File: config.mk
export PLATFORM = sky130hd
export DESIGN_NAME = mul_unit
export DESIGN_NICKNAME = d
export VERILOG_FILES = /design/src/rtl/mul_pkg.sv /design/src/rtl/mul_shift_add_core.sv /design/src/rtl/mul_unit.sv
export SDC_FILE = /design/constraint.sdc
export NUM_CORES = 1
export LEC_CHECK = 0
export CORE_ASPECT_RATIO = 1.25
export CORE_MARGIN = 2
export CORE_UTILIZATION = 54
export DETAILED_ROUTE_END_ITERATION = 10
export PLACE_DENSITY = 0.89
export SYNTH_ARGS = -nofsm -noshare
export SYNTH_HDL_FRONTEND = slang
export SYNTH_HIERARCHICAL = 1
export SYNTH_SLANG_ARGS = --single-unit
File: constraint.sdc
create_clock -name clk -period 4.5 [get_ports clk]
set_clock_uncertainty 0.1 [all_clocks]
set_input_delay 1.125 -clock clk [delete_from_list [all_inputs] [get_ports clk]]
set_output_delay 1.125 -clock clk [all_outputs]
set_load 0.005 [all_outputs]
File: src/rtl/mul_pkg.sv
// mul_pkg: shared types and constants for the iterative RV32M multiplier.
package mul_pkg;
  localparam int XLEN_C = 32;
  typedef enum logic [1:0] {MUL, MULH, MULHSU, MULHU} mul_op_e;
  typedef enum logic [1:0] {IDLE, BUSY, DONE} mul_state_e;
endpackage

File: src/rtl/mul_shift_add_core.sv
// mul_shift_add_core: shift-add datapath holding the magnitude operands and the 64b accumulator.
module mul_shift_add_core #(
  parameter int XLEN = 32
) (
  input  logic              clk,
  input  logic              rst,
  input  logic              load,
  input  logic              step,
  input  logic [XLEN-1:0]   mcand_in,
  input  logic [XLEN-1:0]   mplier_in,
  output logic [2*XLEN-1:0] acc
);
  logic [XLEN-1:0] mcand;
  logic [XLEN-1:0] mplier;
  logic [XLEN:0]   sum;
  // carry out of the upper-half add is shifted back in as the new msb
  assign sum = {1'b0, acc[2*XLEN-1:XLEN]} + (mcand[0] ? {1'b0, mplier} : '0);
  always_ff @(posedge clk or posedge rst)
    if (rst) begin
      acc    <= '0;
      mcand  <= '0;
      mplier <= '0;
    end else if (load) begin
      acc    <= '0;
      mcand  <= mcand_in;
      mplier <= mplier_in;
    end else if (step) begin
      acc   <= {sum, acc[XLEN-1:1]};
      mcand <= mcand >> 1;
    end
endmodule

File: src/rtl/mul_unit.sv
// mul_unit: iterative RV32M multiplier in EX, stalls the pipeline until the product is ready.
// Optional MUL_EARLY_OUT_EN: a zero operand skips the iterations and finishes in one stall cycle.
module mul_unit
  import mul_pkg::*;
#(
  parameter int XLEN  = XLEN_C,
  parameter int CNT_W = 6
) (
  input  logic            clk,
  input  logic            rst,
  input  logic            mul_start,
  input  logic [1:0]      mul_op,
  input  logic [XLEN-1:0] rs1_data,
  input  logic [XLEN-1:0] rs2_data,
  output logic            mul_stall,
  output logic            mul_done,
  output logic [XLEN-1:0] mul_result
);
  mul_state_e      state;
  mul_op_e         op_in;
  mul_op_e         op_q;
  logic [CNT_W-1:0] cnt;
  logic            neg_q;
  logic            s1;
  logic            s2;
  logic            load;
  logic            step;
  logic            early_out;
  logic [XLEN-1:0] mag1;
  logic [XLEN-1:0] mag2;
  logic [XLEN-1:0] held;
  logic [XLEN-1:0] sel;
  logic [2*XLEN-1:0] acc;
  logic [2*XLEN-1:0] prod;
  assign op_in = mul_op_e'(mul_op);
  assign s1    = rs1_data[XLEN-1] & (op_in != MULHU);
  assign s2    = rs2_data[XLEN-1] & (op_in == MUL || op_in == MULH);
  assign mag1  = s1 ? -rs1_data : rs1_data;
  assign mag2  = s2 ? -rs2_data : rs2_data;
`ifdef MUL_EARLY_OUT_EN
  assign early_out = (rs1_data == '0) || (rs2_data == '0);
`else
  assign early_out = 1'b0;
`endif
  assign load = (state == IDLE) && mul_start;
  assign step = state == BUSY;
  assign prod = neg_q ? -acc : acc;
  assign sel  = (op_q == MUL) ? prod[XLEN-1:0] : prod[2*XLEN-1:XLEN];
  assign mul_stall  = !rst && (load || step);
  assign mul_done   = state == DONE;
  assign mul_result = mul_done ? sel : held;
  mul_shift_add_core #(.XLEN(XLEN)) u_core (
    .clk       (clk),
    .rst       (rst),
    .load      (load),
    .step      (step),
    .mcand_in  (mag1),
    .mplier_in (mag2),
    .acc       (acc)
  );
  always_ff @(posedge clk or posedge rst)
    if (rst) begin
      state <= IDLE;
      cnt   <= '0;
      op_q  <= MUL;
      neg_q <= 1'b0;
      held  <= '0;
    end else begin
      state <= (state == IDLE) ? (mul_start ? (early_out ? DONE : BUSY) : IDLE) :
               (state == BUSY) ? ((cnt == CNT_W'(XLEN-1)) ? DONE : BUSY) : IDLE;
      cnt   <= step ? cnt + 1'b1 : '0;
      if (load) begin
        op_q  <= op_in;
        neg_q <= s1 ^ s2;
      end
      if (state == DONE) held <= sel;
    end
endmodule
## Yosys cells after proc, flatten, opt, wreduce, memory -nomap -nowiden

Cells that the tools add are included.

| word-level totals | value |
|---|---|
| flip-flop bits (word level) | 171 |
| input bits | 69 |
| output and inout port bits | 34 |
| word-level logic and storage cells | 45 |

| cells by class | value |
|---|---|
| add/sub/neg operators | 5 |
| equality and inequality tests | 5 |
| multiplexer cells | 15 |
| bitwise operators | 3 |
| reductions and logical operators | 9 |

Operators by type and width:

| cell | count |
|---|---|
| $mux W32 | 7 |
| $mux W64 | 3 |
| $neg A32 Y32 | 2 |
| $neg A64 Y64 | 1 |
| $add A32 B33 Y33 | 1 |
| $add A6 B1 Y6 const B | 1 |
| $eq A6 B5 Y1 const B | 1 |
| $logic_not A2 Y1 | 3 |
| $mux W2 | 3 |
| $mux W6 | 1 |
| $eq A2 B1 Y1 const B | 2 |
| $and A1 B1 Y1 | 2 |
| $eq A2 B2 Y1 const B | 1 |
| $logic_and A1 B1 Y1 | 2 |
| $logic_or A1 B1 Y1 | 2 |
| $ne A2 B2 Y1 const B | 1 |
| $reduce_bool A2 Y1 | 1 |
| $logic_not A1 Y1 | 1 |
| $mux W1 | 1 |
| $xor A1 B1 Y1 | 1 |

## Logic depth before layout (Yosys ltp)

| depth | value |
|---|---|
| depth in word-level cells | 4 |
| gate-level depth with buffers | 13 |

## By module

Netlist, hierarchy kept.

Modules (own cells, without submodules):

| module | times used | cells an instance | area each (um2) |
|---|---|---|---|
| mul_shift_add_core | 1 | 706 | 7089.3 |
| mul_unit | 1 | 660 | 4977.3 |

## Worst setup path before layout

OpenSTA, ideal clock, no wires.

| timing path | value |
|---|---|
| kind | register -> output |
| start | reg u_core.acc[20] |
| end | out mul_result[18] |
| arrival time | 2.579 ns |
| required time | 3.275 ns |
| slack | 0.696 ns |
| stages on the path, launching flop included | 9 |
| cell sequence | dfrtp_1 > or4_4 > or3_1 > buf_2 > or4_4 > buf_6 > o31ai_4 > xor2_1 > o211ai_1 |

| on the way | value |
|---|---|
| cells in the longest elaborated chain, start to end | 4 |

RTL lines:

| element | RTL line | text |
|---|---|---|
| start, declared | mul_shift_add_core.sv:11 | `output logic [2*XLEN-1:0] acc` |
| start signal, assigned | mul_shift_add_core.sv:28 | `acc <= {sum, acc[XLEN-1:1]};` |
| $neg A64 Y64 | mul_unit.sv:47 | `assign prod = neg_q ? -acc : acc;` |
| $mux W64 | mul_unit.sv:47 |  |
| $mux W32 | mul_unit.sv:48 | `assign sel = (op_q == MUL) ? prod[XLEN-1:0] : prod[2*XLEN-1:XLEN];` |
| $mux W32 | n/a |  |
| end, declared | mul_unit.sv:17 | `output logic [XLEN-1:0] mul_result` |

No other way between the ends.

## Worst setup path after layout

| timing path | value |
|---|---|
| start | reg u_core.acc[18] |
| end | out mul_result[18] |

| on the way | value |
|---|---|
| cells in the longest elaborated chain, start to end | 4 |

RTL lines:

| element | RTL line |
|---|---|
| $neg A64 Y64 | mul_unit.sv:47 |
| $mux W64 (*) | mul_unit.sv:47 |
| $mux W32 (*) | mul_unit.sv:48 |
| $mux W32 (*) | n/a |

Mark *: on every way between the ends. The rest lies on a longest branch, timed or not.

==> flow_summary_export.csv <==
group,metric,value,unit
global_routing,grt_max_degree,102,
routing,vias,11210,
yosys,synth_warnings,6,
routing,viasPerCell,6.282,
critical_path,worstSetupPathType,"flop to output pin",
pwr,p_comb_frac,0.530,
critical_path,cp-start-kind,"flop",
yosys,synthArstFlopShare,1.000,
routing,wl_per_cell,19.47,um
yosys,synth-main-ff-cell,"dfrtp_1",
die,die-width,137.7,um
layout,final_nets,1595,
clocking,cts_inserted_buffers,17,
routing,drt_first_iter_violations,1120,
critical_path,crit_family,"simple AND/OR/NAND/NOR gates",
timing,tightest_slew,0.9381,ns
layout,final_area,14700,um^2
yosys,syn_inst,1366,
clocking,ctsHoldBuffers,0,
routing,ant_nets,0,
timing,drv_slew,0,
clocking,cts_tree,"done",
yosys,syn-num-nets,1472,
pwr,power.internal,4967,uW
global_routing,grtUsageTotal,0.2976,
yosys,ys_seq_area_frac,0.3546,
clocking,clock-sinks,171,
global_routing,overflow,0,
place,dpl-instance-area,13700,um^2
timing,fin_crit,4.445,ns
routing,wirelength,34750,um
pwr,clockPowerShare,0.153,
die,dieArea,23560,um^2
die,core,22130,um^2
layout,fin_util,0.6642,
critical_path,crit_chain,"or4_4, or3_4, or4_4, buf_6, buf_4, o31ai_4, xor2_1, o211ai_1, buf_2",
clocking,clockRootBuffer,"clkbuf_16",
yosys,synth_cell_type_count,79,
timing,final.period_utilization,0.9877,
layout,antennaDiodeCount,0,
die,initial_core_util,0.5452,
global_routing,antenna_found_initial,0,
pwr,ir_drop,498.1,uV
routing,first_pass_iters,7,
clocking,worstSkewPairLatency,0.44,ns
clocking,htree_levels,4,
layout,drive_gt1_frac,0.1445,
timing,hold_viol,0,
yosys,avgSynthCellArea,8.834,um^2
pwr,p_per_area,613.4,nW/um^2
timing,finalSetupViolations,0,
place,globalplace.congestion,1.021,
timing,worst_slack,0.05550,ns
layout,multiInputGateArea,7769,um^2
layout,n_fill_cell,1796,
timing,slew_headroom,0.3733,
global_routing,grt_pass1_vias,10370,
run,drv_cap,0,
layout,register_area,4285,um^2
pwr,p_seq_frac,0.318,
pwr,p_sw_frac,0.4491,
layout,area.growth.synth_to_final,21.83,%
clocking,clockBufferDepth,2,
yosys,synth-edff-count,0,
timing,rsz0062_at_grt,"yes",
die,io_pins,103,
critical_path,path_common_cell,"or4_4",
die,rows,61,
hold_path,hold_class,"flop to flop",
place,dpl.hpwl,25410,um
yosys,ys_ff_latch,171,
run_status,status,"completed",
routing,drc,0,
global_routing,grt_first_pass_wirelength,54880,um
clocking,clkTransAtPathRegs,0.07,ns
critical_path,cpPeakStageDelay,0.56,ns
critical_path,arrival,3.22,ns
pwr,p_leak,0.006831,uW
critical_path,setup.worst_path.end_class,"output pin",
critical_path,crit_path_max_fanout,5,
critical_path,cp_data_required_time,3.27,ns
place,pre_cts_ws,0.1141,ns
die,fp.dieH,171.1,um
place,place.port_buffers,102,
critical_path,crit_buf_inv,3,
pwr,p_sw,4049,uW
yosys,synth_area,12070,um^2
critical_path,worst_path_max_delay_cell,"or4_4",
timing,max_freq,0.2250,GHz
==> kinds of logic after synthesis <==
group,after synthesis,synth area share
DFF,171,0.3546
and+or+nand+nor,488,0.2019
xor gates and xnor gates,117,0.08492
muxes,119,0.1024
AOI/OAI and AO/OA,335,0.1856
buffers and inverters,99,0.03152
adders and majority gates,37,0.03899
==> final cells by class <==
class,count,share of cell area
Timing Repair Buffer,173,0.1114
Multi-Input combinational cell,1097,0.5285
Clock buffer,21,0.03064
Clock inverter,11,0.006043
Sequential cell,171,0.2915
Tap cell,283,0.02409
Inverter,29,0.007830
==> flip-flops by register name, summed over array words and instances, names as in the netlist <==
signal,flops
cnt,6
held,32
neg_q,1
op_q,2
state,2
u_core/acc,64
u_core/mcand,32
u_core/mplier,32
==> Yosys cell counts, drive strengths merged (3+ instances only) <==
master | n | area [um^2]
ha | 36 | 450.4
a21oi | 67 | 335.3
or3 | 19 | 118.9
nand4 | 13 | 81.33
a211oi | 12 | 95.09
inv | 29 | 108.9
nand4b | 4 | 35.03
o311ai | 3 | 26.28
o211ai | 12 | 90.09
o221ai | 5 | 43.79
nor3 | 44 | 231.5
or2 | 6 | 37.54
o21ai | 96 | 484.2
o31ai | 28 | 229.0
a22oi | 12 | 90.09
o41ai | 21 | 210.2
o22ai | 5 | 31.28
a221o | 6 | 60.06
or4 | 22 | 172.7
a21o | 16 | 120.1
nand2 | 119 | 446.7
o21a | 9 | 67.56
xnor2 | 75 | 656.9
and2 | 37 | 231.5
nor3b | 3 | 22.52
mux2 | 36 | 405.4
nand3 | 21 | 105.1
nand3b | 6 | 45.04
nor2 | 135 | 506.7
clkbuf | 55 | 206.5
dfrtp | 171 | 4279
nand2b | 14 | 87.58
nor2b | 3 | 18.77
a31o | 5 | 43.79
nor4 | 25 | 162.6
a31oi | 12 | 75.07
o21bai | 6 | 45.04
and3 | 10 | 62.56
buf | 15 | 65.06
xor2 | 42 | 367.9
mux2i | 83 | 830.8
==> cell usage in the layout, fill, tap and decap left out, types with 9 or more instances in the layout <==
| cell type | count |
|---|---|
| mux2i_1 | 83 |
| o41ai_1 | 13 |
| dfrtp_1 | 166 |
| xnor2_1 | 74 |
| o31ai_1 | 21 |
| o21a_1 | 9 |
| nand4_1 | 13 |
| or3_1 | 17 |
| clkbuf_16 | 17 |
| xor2_1 | 42 |
| nor3_1 | 37 |
| nor4_1 | 14 |
| nor2_1 | 134 |
| buf_4 | 64 |
| clkdlybuf4s50_1 | 77 |
| a21oi_1 | 65 |
| and2_1 | 37 |
| a21o_1 | 16 |
| nand3_1 | 18 |
| nand2_1 | 119 |
| a31oi_1 | 9 |
| a22oi_1 | 11 |
| a211oi_1 | 11 |
| mux2_2 | 36 |
| or4_1 | 18 |
| and3_1 | 9 |
| ha_1 | 36 |
| nand2b_1 | 14 |
| o211ai_1 | 12 |
| o21ai_1 | 12 |
| o21ai_0 | 83 |
| inv_1 | 25 |
| dlymetal6s2s_1 | 15 |
==> routing by layer <==
metal	up-vias	wire length (um)	global-route usage
met5	-	0	0
met4	0	1193	0.1185
met3	83	2277	0.04978
met2	476	16810	0.4891
met1	5382	14470	0.3900
li1	5272	-	-
==> final timing paths <==
path | startpoint | endpoint | slack [ns] | cells after the start
max reg2reg | u_core/mcand[0]$_DFFE_PP0P_ | u_core/acc[61]$_DFFE_PP0P_ | 0.89 | 12
min | cnt[0]$_DFF_PP0_ | cnt[0]$_DFF_PP0_ | 0.37 | 1
max | u_core/acc[18]$_DFFE_PP0P_ | mul_result[18] | 0.06 | 9
min in group asynchronous | rst | held[22]$_DFF_PP0_ | 1.17 | 3
max in group asynchronous | rst | u_core/acc[46]$_DFFE_PP0P_ | 2.31 | 3
min reg2reg | cnt[0]$_DFF_PP0_ | cnt[0]$_DFF_PP0_ | 0.37 | 1
==> repair_timing <==
item	4_1_cts	5_1_grt
gates resized for setup	53	55
endpoints found under the setup margin	28	26
pin swaps	15	20
gates cloned	1	0
buffers inserted	5	6
==> power groups by stage <==
stage	clock, uW	combinational [uW]	sequential [uW]
after floorplan	0	3170	2650
after global placement	0	4370	2790
after detailed placement	0	4500	2830
after CTS	1380	4580	2810
after global routing	1460	5190	2940
final	1380	4780	2860
==> per-stage QoR <==
stage / total power [uW] / TNS [ns] / hold slack, ns / std cells
after floorplan: 5826 / 0 / 0.3319 / 1366
after global placement: 7155 / 0 / 0.3470 / 1742
after detailed placement: 7324 / 0 / 0.3619 / 1742
after CTS: 8783 / -0.8416 / 0.3703 / 1780
after global routing: 9589 / -0.2458 / 0.3893 / 1785
final: 9017 / 0 / 0.3656 / 1785
Note: power is estimated with default switching activity, not from simulation.
